File: src/rtl/alu_arbiter_pkg.sv
`default_nettype none
// +----------------------------------------------------------------------------+
// | Package : alu_defs                                                         |
// | Shared ALU op codes, legality check and arbiter state encodings.           |
// | Rev     : 1.0                                                              |
// +----------------------------------------------------------------------------+
package alu_defs;

  localparam logic [2:0] OP_AND = 3'd0;
  localparam logic [2:0] OP_OR  = 3'd1;
  localparam logic [2:0] OP_ADD = 3'd2;
  localparam logic [2:0] OP_SUB = 3'd6;
  localparam logic [2:0] OP_SLT = 3'd7;

  typedef enum logic [1:0] {
    ST_IDLE = 2'd0,
    ST_EXEC = 2'd1,
    ST_RESP = 2'd2
  } state_t;

  function automatic logic is_legal_op(input logic [2:0] op);
    logic ok;
    case (op)
      OP_AND, OP_OR, OP_ADD, OP_SUB, OP_SLT: ok = 1'b1;
      default:                               ok = 1'b0;
    endcase
    return ok;
  endfunction

endpackage
`default_nettype wire

File: src/rtl/alu_arbiter_if.sv
`default_nettype none
// +----------------------------------------------------------------------------+
// | Interface : alu_arbiter_if                                                 |
// | Requester handshakes, result return and ALU drive/capture signals.         |
// | Rev       : 1.0                                                            |
// +----------------------------------------------------------------------------+
interface alu_arbiter_if #(
  parameter int WIDTH = 16,
  parameter int OPW   = 3
);
  logic             Req0, Req1;
  logic [OPW-1:0]   Op0, Op1;
  logic [WIDTH-1:0] A0, B0, A1, B1;
  logic             Flip0, Flip1;
  logic             Gnt0, Gnt1;
  logic             Done0, Done1;
  logic [WIDTH-1:0] Result;
  logic             ZeroOut;
  logic             Err;
  logic             Busy;
  logic [OPW-1:0]   ALUct1;
  logic [WIDTH-1:0] AluA, AluB;
  logic             AluFlip;
  logic [WIDTH-1:0] ALUOut;
  logic             Zero;

  // master = requesters plus the external ALU; slave = the arbiter
  modport master (
    output Req0, Req1, Op0, Op1, A0, B0, A1, B1, Flip0, Flip1, ALUOut, Zero,
    input  Gnt0, Gnt1, Done0, Done1, Result, ZeroOut, Err, Busy,
           ALUct1, AluA, AluB, AluFlip
  );

  modport slave (
    input  Req0, Req1, Op0, Op1, A0, B0, A1, B1, Flip0, Flip1, ALUOut, Zero,
    output Gnt0, Gnt1, Done0, Done1, Result, ZeroOut, Err, Busy,
           ALUct1, AluA, AluB, AluFlip
  );
endinterface
`default_nettype wire

File: src/rtl/alu_arbiter_rr_arb2.sv
`default_nettype none
// +----------------------------------------------------------------------------+
// | Module : rr_arb2                                                           |
// | Two-way round-robin picker; on a tie the port not served last wins.        |
// | Rev    : 1.0                                                               |
// +----------------------------------------------------------------------------+
module rr_arb2 (
  input  logic [1:0] req,
  input  logic [1:0] mask,
  input  logic       last,
  output logic [1:0] gnt,
  output logic       next_last
);
  logic [1:0] w_eff;

  assign w_eff = req & ~mask;

  always_comb begin
    gnt = w_eff;
    if (&w_eff) begin
      gnt = last ? 2'b01 : 2'b10;
    end
    next_last = gnt[1] ? 1'b1 : (gnt[0] ? 1'b0 : last);
  end
endmodule
`default_nettype wire

File: src/rtl/alu_arbiter.sv
`default_nettype none
// +----------------------------------------------------------------------------+
// | Module : alu_arbiter                                                       |
// | Shares one ALU between two req/done requesters (IDLE -> EXEC -> RESP).     |
// | Rev    : 1.0                                                               |
// +----------------------------------------------------------------------------+
module alu_arbiter
  import alu_defs::*;
#(
  parameter int WIDTH = 16,
  parameter int OPW   = 3
) (
  input  logic          CLK,
  input  logic          Reset_n,
  alu_arbiter_if.slave  bus
);

  state_t           r_state, w_next_state;
  logic             r_win;
  logic             r_last;
  logic [OPW-1:0]   r_op;
  logic [WIDTH-1:0] r_a, r_b;
  logic             r_flip;
  logic [WIDTH-1:0] r_result;
  logic             r_zero;
  logic             r_err;

  logic [1:0]       w_req, w_mask, w_gnt;
  logic             w_next_last;
  logic             w_exec, w_resp, w_legal;

  assign w_exec  = (r_state == ST_EXEC);
  assign w_resp  = (r_state == ST_RESP);
  assign w_legal = is_legal_op(r_op);

  // Requests are only looked at in IDLE/RESP; in RESP the port being answered is masked
  assign w_req  = w_exec ? 2'b00 : {bus.Req1, bus.Req0};
  assign w_mask = w_resp ? (r_win ? 2'b10 : 2'b01) : 2'b00;

  rr_arb2 u_rr_arb2 (
    .req       (w_req),
    .mask      (w_mask),
    .last      (r_last),
    .gnt       (w_gnt),
    .next_last (w_next_last)
  );

  always_comb begin
    w_next_state = r_state;
    case (r_state)
      ST_IDLE: if (|w_gnt) w_next_state = ST_EXEC;
      ST_EXEC: w_next_state = ST_RESP;
      ST_RESP: w_next_state = (|w_gnt) ? ST_EXEC : ST_IDLE;
      default: w_next_state = ST_IDLE;
    endcase
  end

  always_ff @(posedge CLK or negedge Reset_n) begin
    if (!Reset_n) begin
      r_state  <= ST_IDLE;
      r_win    <= 1'b0;
      r_last   <= 1'b1;
      r_op     <= '0;
      r_a      <= '0;
      r_b      <= '0;
      r_flip   <= 1'b0;
      r_result <= '0;
      r_zero   <= 1'b0;
      r_err    <= 1'b0;
    end else begin
      r_state <= w_next_state;
      if (|w_gnt) begin
        r_win  <= w_gnt[1];
        r_last <= w_next_last;
        r_op   <= w_gnt[1] ? bus.Op1   : bus.Op0;
        r_a    <= w_gnt[1] ? bus.A1    : bus.A0;
        r_b    <= w_gnt[1] ? bus.B1    : bus.B0;
        r_flip <= w_gnt[1] ? bus.Flip1 : bus.Flip0;
      end
      if (w_exec) begin
        if (w_legal) begin
          r_result <= bus.ALUOut;
          r_zero   <= bus.Zero;
          r_err    <= 1'b0;
        end else begin
          r_result <= '0;
          r_zero   <= 1'b1;
          r_err    <= 1'b1;
        end
      end
    end
  end

  assign bus.Gnt0    = w_exec & ~r_win;
  assign bus.Gnt1    = w_exec &  r_win;
  assign bus.Done0   = w_resp & ~r_win;
  assign bus.Done1   = w_resp &  r_win;
  assign bus.Busy    = (r_state != ST_IDLE);
  assign bus.Result  = r_result;
  assign bus.ZeroOut = r_zero;
  assign bus.Err     = r_err;

  // An illegal op never reaches the ALU
  assign bus.ALUct1  = (w_exec && w_legal) ? r_op   : '0;
  assign bus.AluA    = (w_exec && w_legal) ? r_a    : '0;
  assign bus.AluB    = (w_exec && w_legal) ? r_b    : '0;
  assign bus.AluFlip = (w_exec && w_legal) ? r_flip : 1'b0;

endmodule
`default_nettype wire

File: src/flat_wrapper.sv
// flat-port wrapper written by rule: the top's interface ports become plain ports
module alu_arbiter_flat import alu_defs::*;
#(
  parameter int WIDTH = 16,
  parameter int OPW   = 3
)
  (CLK, Reset_n, bus_Req0, bus_Req1, bus_Op0, bus_Op1, bus_A0, bus_B0, bus_A1, bus_B1, bus_Flip0, bus_Flip1, bus_ALUOut, bus_Zero, bus_Gnt0, bus_Gnt1, bus_Done0, bus_Done1, bus_Result, bus_ZeroOut, bus_Err, bus_Busy, bus_ALUct1, bus_AluA, bus_AluB, bus_AluFlip);
  alu_arbiter_if #(.WIDTH(WIDTH), .OPW(OPW)) bus_i ();
  input  logic CLK;
  input  logic Reset_n;
  input wire logic [$bits(bus_i.Req0)-1:0] bus_Req0;
  input wire logic [$bits(bus_i.Req1)-1:0] bus_Req1;
  input wire logic [$bits(bus_i.Op0)-1:0] bus_Op0;
  input wire logic [$bits(bus_i.Op1)-1:0] bus_Op1;
  input wire logic [$bits(bus_i.A0)-1:0] bus_A0;
  input wire logic [$bits(bus_i.B0)-1:0] bus_B0;
  input wire logic [$bits(bus_i.A1)-1:0] bus_A1;
  input wire logic [$bits(bus_i.B1)-1:0] bus_B1;
  input wire logic [$bits(bus_i.Flip0)-1:0] bus_Flip0;
  input wire logic [$bits(bus_i.Flip1)-1:0] bus_Flip1;
  input wire logic [$bits(bus_i.ALUOut)-1:0] bus_ALUOut;
  input wire logic [$bits(bus_i.Zero)-1:0] bus_Zero;
  output wire logic [$bits(bus_i.Gnt0)-1:0] bus_Gnt0;
  output wire logic [$bits(bus_i.Gnt1)-1:0] bus_Gnt1;
  output wire logic [$bits(bus_i.Done0)-1:0] bus_Done0;
  output wire logic [$bits(bus_i.Done1)-1:0] bus_Done1;
  output wire logic [$bits(bus_i.Result)-1:0] bus_Result;
  output wire logic [$bits(bus_i.ZeroOut)-1:0] bus_ZeroOut;
  output wire logic [$bits(bus_i.Err)-1:0] bus_Err;
  output wire logic [$bits(bus_i.Busy)-1:0] bus_Busy;
  output wire logic [$bits(bus_i.ALUct1)-1:0] bus_ALUct1;
  output wire logic [$bits(bus_i.AluA)-1:0] bus_AluA;
  output wire logic [$bits(bus_i.AluB)-1:0] bus_AluB;
  output wire logic [$bits(bus_i.AluFlip)-1:0] bus_AluFlip;
  assign bus_i.Req0 = bus_Req0;
  assign bus_i.Req1 = bus_Req1;
  assign bus_i.Op0 = bus_Op0;
  assign bus_i.Op1 = bus_Op1;
  assign bus_i.A0 = bus_A0;
  assign bus_i.B0 = bus_B0;
  assign bus_i.A1 = bus_A1;
  assign bus_i.B1 = bus_B1;
  assign bus_i.Flip0 = bus_Flip0;
  assign bus_i.Flip1 = bus_Flip1;
  assign bus_i.ALUOut = bus_ALUOut;
  assign bus_i.Zero = bus_Zero;
  assign bus_Gnt0 = bus_i.Gnt0;
  assign bus_Gnt1 = bus_i.Gnt1;
  assign bus_Done0 = bus_i.Done0;
  assign bus_Done1 = bus_i.Done1;
  assign bus_Result = bus_i.Result;
  assign bus_ZeroOut = bus_i.ZeroOut;
  assign bus_Err = bus_i.Err;
  assign bus_Busy = bus_i.Busy;
  assign bus_ALUct1 = bus_i.ALUct1;
  assign bus_AluA = bus_i.AluA;
  assign bus_AluB = bus_i.AluB;
  assign bus_AluFlip = bus_i.AluFlip;
  alu_arbiter #(.WIDTH(WIDTH), .OPW(OPW)) u_core (.CLK(CLK), .Reset_n(Reset_n), .bus(bus_i));
endmodule
File: config.mk
export PLATFORM = sky130hd
export DESIGN_NAME = alu_arbiter_flat
export DESIGN_NICKNAME = d
export VERILOG_FILES = /design/src/rtl/alu_arbiter_pkg.sv /design/src/rtl/alu_arbiter_if.sv /design/src/rtl/alu_arbiter_rr_arb2.sv /design/src/rtl/alu_arbiter.sv /design/src/flat_wrapper.sv
export SDC_FILE = /design/constraint.sdc
export NUM_CORES = 1
export LEC_CHECK = 0
export ABC_AREA = 1
export CAP_MARGIN = 25
export CORE_MARGIN = 1
export CORE_UTILIZATION = 34
export CTS_CLUSTER_DIAMETER = 40
export DETAILED_ROUTE_END_ITERATION = 10
export PLACE_DENSITY = 0.77
export SYNTH_ARGS = -nofsm -noshare
export SYNTH_HDL_FRONTEND = slang
export SYNTH_HIERARCHICAL = 1
export SYNTH_SLANG_ARGS = --single-unit
File: constraint.sdc
create_clock -name CLK -period 3.3 [get_ports CLK]
set_input_delay 0.495 -clock CLK [delete_from_list [all_inputs] [get_ports CLK]]
set_output_delay 0.495 -clock CLK [all_outputs]
set_load 0.05 [all_outputs]
==> run_results.csv, run 1 <==
group,metric,value,unit
outcome,status,"completed",
place,detailedPlace.worstSlack,618,ps
clock_tree,clock_latency_on_the_worst_skew_pair,320,ps
clock_tree,cts-hold-fix-buffers,0,
final_layout,post_route_cells_drive_above_1_share,8.66,%
sta,timing.final.crit_share,90.8,%
pwr,vdd_drop_max,511,uV
sta,maxSlewViolCount,0,
route,post_drt_via_cell_ratio,4.51,
place,gpl.final_weighted_congestion,0.809,
synth,yosys_register_bits,58,
sta,fin_crit,3000,ps
route,total_iterations_of_the_first_detailed_routing_run,4,
clock_tree,cts_max_path_buffers,2,
sta,rsz0062_at_grt,"false",
sta,finalSetupViolations,0,
sta,final.setup_skew,7.12,ps
setup_path,cp.arrival,2500,ps
clock_tree,cts_tree,"done",
grt,grt_antenna_before_repair,0,
die,die_width,93.8,um
final_layout,finish.net_count,597,
clock_tree,post_cts_resize_count,0,
worst_hold_path,class_of_the_worst_hold_path,"in2async",
route,route.vias.total,2766,
clock_tree,cts_inserted_buffers,9,
setup_path,worstSetupEndpointType,"output pin",
setup_path,worstPathMaxFanout,37,
synth,synth.yosys.warnings,6,
sta,max_clock_freq,0.334,GHz
route,avgRoutedWirePerCell,12.8,um
final_layout,final_cell_mix,"sky130_fd_sc_hd__clkdlybuf4s50_1 (150), sky130_fd_sc_hd__nor2_1 (75), sky130_fd_sc_hd__nand2_1 (71)",
sta,hold_violations,0,
synth,syn-mean-instance-area,8.12,um^2
pwr,static_leakage,2.14,nW
route,detail_route.wirelength,7820,um
final_layout,syn_to_final_growth,60.5,%
clock_tree,clockRootBuffer,"sky130_fd_sc_hd__clkbuf_8",
final_layout,mostFrequentLayoutCell,"sky130_fd_sc_hd__clkdlybuf4s50_1",
pwr,power.density_cell_area,1030,nW/um^2
clock_tree,post_cts_buffers,0,
place,dpl.hpwl,5760,um
clock_tree,h-tree-depth,3,
sta,worst_pin_slew,642,ps
route,drt_iter0_drc,117,
grt,grt_util_all_layers,18.8,%
synth,mappedNetlistArea,2870,um^2
setup_path,crit_type,"reg2out",
grt,globalRoute.totalOverflow,0,
clock_tree,clk_pin_slew,70,ps
sta,totalNegativeSetupSlack,0,ps
die,die-area,8800,um^2
die,die_h,93.8,um
die,placeableCoreArea,8180,um^2
synth,mapped_nets,446,
setup_path,worst_setup_path_start_kind,"register",
grt,vias_in_the_first_global_route,2807,
die,initial_core_util,35.1,%
die,placementRows,33,
sta,worst_case_setup_margin_in_the_final_layout,303,ps
route,antenna_left,0,
final_layout,antennaDiodeCount,0,
grt,grt_start_max_net_pins,46,
place,port_buffers,151,
die,ios,152,
clock_tree,clock_sink_count,58,
synth,yosys.cell_types.count,24,
sta,timing.slew.headroom,57.1,%
route,drcViolationCount,0,
grt,first_pass_grt_wire_length,12800,um
run,max_cap_check_violation_count,0,
synth,netlist_instances,353,
synth,portion_of_the_post_synthesis_area_used_by_sequential_elements,50.7,%
setup_path,cp.required,2800,ps
per-layer routing:
metal	up-vias	track usage, %	part of all wire (%)
met4	0	6.54	0.70
met5	-	0	0
met2	93	32.8	50
met3	4	3.16	5.3
li1	1388	-	-
met1	1281	23.4	44
cells by family after synthesis:
kind of cell / after synthesis / synth area share, %
AOI/OAI and AO/OA: 54 / 13.9
buffers and inverters: 84 / 13.1
DFF: 58 / 50.7
and+or+nand+nor: 157 / 22.3
worst paths after layout:
| check | cells past startpoint | slack (ps) | from | endpoint |
|---|---|---|---|---|
| max | 4 | 300 | u_core/r_state[1]$_DFFE_PN0P_ | bus_AluA[0] |
| min | 1 | 60 | Reset_n | u_core/r_b[8]$_DFFE_PN0P_ |
| max reg2reg | 11 | 880 | u_core/r_state[0]$_DFFE_PN0P_ | u_core/r_flip$_DFFE_PN0P_ |
| min reg2reg | 1 | 450 | u_core/r_state[0]$_DFFE_PN0P_ | u_core/r_state[0]$_DFFE_PN0P_ |
| max in group asynchronous | 2 | 2690 | Reset_n | u_core/r_last$_DFFE_PN1P_ |
| min in group CLK | 1 | 450 | u_core/r_state[0]$_DFFE_PN0P_ | u_core/r_state[0]$_DFFE_PN0P_ |
area by class of cell:
class | count | area, um^2
inverters | 69 | 259
fillers | 751 | 3570
multi-input cells | 211 | 1040
clock inverters | 3 | 15.0
clock buffers | 12 | 155
flip-flops and latches | 58 | 1450
well taps | 105 | 131
repair buffers | 155 | 1550
per-stage QoR:
| stage | power [mW] | cell area, um^2 | utilization, % | std cells | hold WS, ps |
|---|---|---|---|---|---|
| after detailed placement | 4.22 | 4410 | 53.9 | 597 | 444 |
| after global routing | 5.11 | 4600 | 56.3 | 613 | 54.4 |
| after global placement | 4.15 | 4410 | 53.9 | 597 | 419 |
| after floorplan | 3.36 | 2870 | - | 353 | 199 |
| after CTS | 4.80 | 4580 | 56.0 | 612 | 360 |
| final | 4.75 | 4600 | 56.3 | 613 | 58.3 |
power by group:
part           internal [mW]  switching [mW]  leakage, nW
sequential              1.06           0.164        0.694
clock                  0.305           0.260       0.0920
combinational          0.958            2.00         1.36
total                   2.33            2.43         2.14
sequential cells by signal, indices dropped and copies added, names as in the netlist:
register,count
u_core/bus.Err,1
u_core/bus.Result,16
u_core/bus.ZeroOut,1
u_core/r_a,16
u_core/r_b,16
u_core/r_flip,1
u_core/r_last,1
u_core/r_op,3
u_core/r_state,2
u_core/r_win,1
Yosys cell counts (all sizes together):
cell	n	area, um^2
clkbuf	5	48.8
o21a	1	7.51
o211ai	20	150
dfrtp	57	1430
inv	69	259
nand2	72	273
buf	10	67.6
nand4	2	12.5
o22ai	16	100
nand3	4	32.5
or2	1	6.26
dfstp	1	26.3
o21ai	17	141
nand3b	1	7.51
nor2	77	308
critical path, cell delays in order, from the launching register on:
cell and delay [ps]:
sky130_fd_sc_hd__dfrtp_1 450, sky130_fd_sc_hd__nor2_8 210, sky130_fd_sc_hd__nand3_4 390, sky130_fd_sc_hd__nor2_1 290, sky130_fd_sc_hd__clkdlybuf4s50_1 840
Power figures use the tool's default switching activity.
==> run 2, diff against run 1 <==
==> constraint.sdc (replaced) <==
create_clock -name CLK -period 2.9 [get_ports CLK]
set_input_delay 0.435 -clock CLK [delete_from_list [all_inputs] [get_ports CLK]]
set_output_delay 0.435 -clock CLK [all_outputs]
set_load 0.05 [all_outputs]
==> run 2 against run 1 <==
  * Final area shrank 1.8%
  * Largest cell class is now sequential cells
  * Via count grew 0.40%
  * Critical endpoint is now bus_Gnt0
  * Final cell count up 0.16%
  * First-iteration DRC count is 1.7% higher
  * Sequential power grew 14%
  * Critical path depth stayed put
  * Routed wire length up 1.5%
==> run_results.csv, run 2 (same netlist as run 1, synthesis figures left out) <==
group,metric,value,unit
final_layout,finish.net_count,597,
worst_hold_path,class_of_the_worst_hold_path,"in2async",
clock_tree,clk_pin_slew,70,ps
setup_path,cp.required,2470,ps
clock_tree,cts_max_path_buffers,2,
sta,hold_violations,0,
final_layout,final_cell_mix,"sky130_fd_sc_hd__clkdlybuf4s50_1 (116), sky130_fd_sc_hd__nor2_1 (75), sky130_fd_sc_hd__nand2_1 (71)",
route,total_iterations_of_the_first_detailed_routing_run,4,
sta,worst_case_setup_margin_in_the_final_layout,321,ps
sta,max_clock_freq,0.388,GHz
final_layout,final_core_util,55.3,%
grt,first_pass_grt_wire_length,12900,um
final_layout,mostFrequentLayoutCell,"sky130_fd_sc_hd__clkdlybuf4s50_1",
grt,gr-usage-met3,3.72,%
grt,vias_in_the_first_global_route,2775,
pwr,power.density_cell_area,1210,nW/um^2
route,detail_route.wirelength,7940,um
sta,worst_pin_slew,740,ps
grt,grt_start_max_net_pins,59,
place,detailedPlace.worstSlack,545,ps
grt,use_met2,31.9,%
setup_path,regToRegSetupSlack,770,ps
clock_tree,post_cts_buffers,0,
place,gpl.final_weighted_congestion,0.787,
setup_path,worst_setup_path_start_kind,"register",
route,route.vias.total,2777,
clock_tree,cts_inserted_buffers,9,
place,port_buffers,151,
pwr,static_leakage,2.20,nW
setup_path,crit_type,"reg2out",
final_layout,syn_to_final_growth,57.7,%
clock_tree,clock_sink_count,58,
setup_path,regToRegEndpoint,"u_core/r_b[1]$_DFFE_PN0P_",
grt,grt_antenna_before_repair,0,
setup_path,worstSetupEndpointType,"output pin",
route,avgRoutedWirePerCell,12.9,um
grt,grt_util_all_layers,19.0,%
clock_tree,cts_tree,"done",
pwr,vdd_drop_max,593,uV
grt,grt_use_met1,23.6,%
final_layout,antennaDiodeCount,0,
clock_tree,clock_latency_on_the_worst_skew_pair,340,ps
clock_tree,post_cts_resize_count,0,
run,max_cap_check_violation_count,0,
setup_path,crit-reg2reg-launch,"u_core/r_state[0]$_DFFE_PN0P_",
die,die-area,8800,um^2
outcome,status,"completed",
sta,timing.slew.headroom,50.7,%
die,die_h,93.8,um
setup_path,r2r_cells,12,
die,placeableCoreArea,8180,um^2
clock_tree,clockRootBuffer,"sky130_fd_sc_hd__clkbuf_8",
sta,fin_crit,2580,ps
setup_path,cp.arrival,2140,ps
sta,totalNegativeSetupSlack,0,ps
setup_path,worstPathMaxFanout,18,
route,post_drt_via_cell_ratio,4.52,
final_layout,post_route_cells_drive_above_1_share,15.3,%
die,ios,152,
die,die_width,93.8,um
die,initial_core_util,35.1,%
clock_tree,h-tree-depth,3,
route,drcViolationCount,0,
grt,layer_with_the_highest_usage_after_global_routing,"met2",
place,dpl.hpwl,5770,um
sta,timing.final.crit_share,88.9,%
route,antenna_left,0,
route,drt_iter0_drc,119,
sta,final.setup_skew,11.2,ps
sta,maxSlewViolCount,0,
clock_tree,cts-hold-fix-buffers,0,
sta,rsz0062_at_grt,"false",
grt,globalRoute.totalOverflow,0,
sta,finalSetupViolations,0,
die,placementRows,33,
[run 2: worst max-delay path, cell delays in order (launching register included)]
cell	delay, ps
sky130_fd_sc_hd__dfrtp_1	450
sky130_fd_sc_hd__nor2_8	220
sky130_fd_sc_hd__inv_2	180
sky130_fd_sc_hd__nor2_1	140
sky130_fd_sc_hd__clkdlybuf4s50_1	820
[run 2: worst max path at each step]
stage	startpoint	endpoint
after floorplan	u_core/r_state[0]$_DFFE_PN0P_	u_core/r_b[14]$_DFFE_PN0P_
after global placement	bus_Req1	u_core/r_b[5]$_DFFE_PN0P_
after detailed placement	bus_Req1	u_core/r_b[1]$_DFFE_PN0P_
after CTS	u_core/r_state[1]$_DFFE_PN0P_	bus_Gnt0
after global routing	u_core/r_state[1]$_DFFE_PN0P_	bus_Gnt0
final	u_core/r_state[1]$_DFFE_PN0P_	bus_Gnt0
[run 2: power by group]
part	leakage [nW]	internal (mW)	switching, mW
clock network	0.0893	0.394	0.322
registers	0.694	1.21	0.191
logic	1.41	1.04	2.29
[run 2: final cells by class]
cell class / instances / area [um^2]
Tap cell: 105 / 131
Clock inverter: 5 / 55.1
Clock buffer: 11 / 131
Sequential cell: 58 / 1450
Fill cell: 774 / 3660
Inverter: 69 / 259
Multi-Input combinational cell: 211 / 1040
Timing Repair Buffer: 155 / 1450
[run 2: metal layers]
| layer | vias up | share of wire (%) |
|---|---|---|
| met1 | 1290 | 44 |
| met2 | 88 | 49 |
| met4 | 0 | 1.7 |
| met3 | 12 | 5.5 |
| li1 | 1387 | - |
| met5 | - | 0 |
[run 2: per-stage QoR]
step	hold slack (ps)	total power [mW]	std cells	area [um^2]
finish	241	5.45	614	4520
global route	292	5.84	614	4520
CTS	261	5.51	614	4520
detailed placement	424	4.77	598	4330
global placement	421	4.68	598	4330
floorplan	139	3.82	353	2870
==> run 3, diff against run 2 <==
--- a/config.mk
+++ b/config.mk
@@ -11,6 +11,7 @@
 export CORE_UTILIZATION = 34
 export CTS_CLUSTER_DIAMETER = 40
 export DETAILED_ROUTE_END_ITERATION = 10
+export HOLD_SLACK_MARGIN = 0.15
 export PLACE_DENSITY = 0.77
 export SYNTH_ARGS = -nofsm -noshare
 export SYNTH_HDL_FRONTEND = slang
==> results of run 3 <==
Final layout, timing and power as in run 2 (identical DEF).
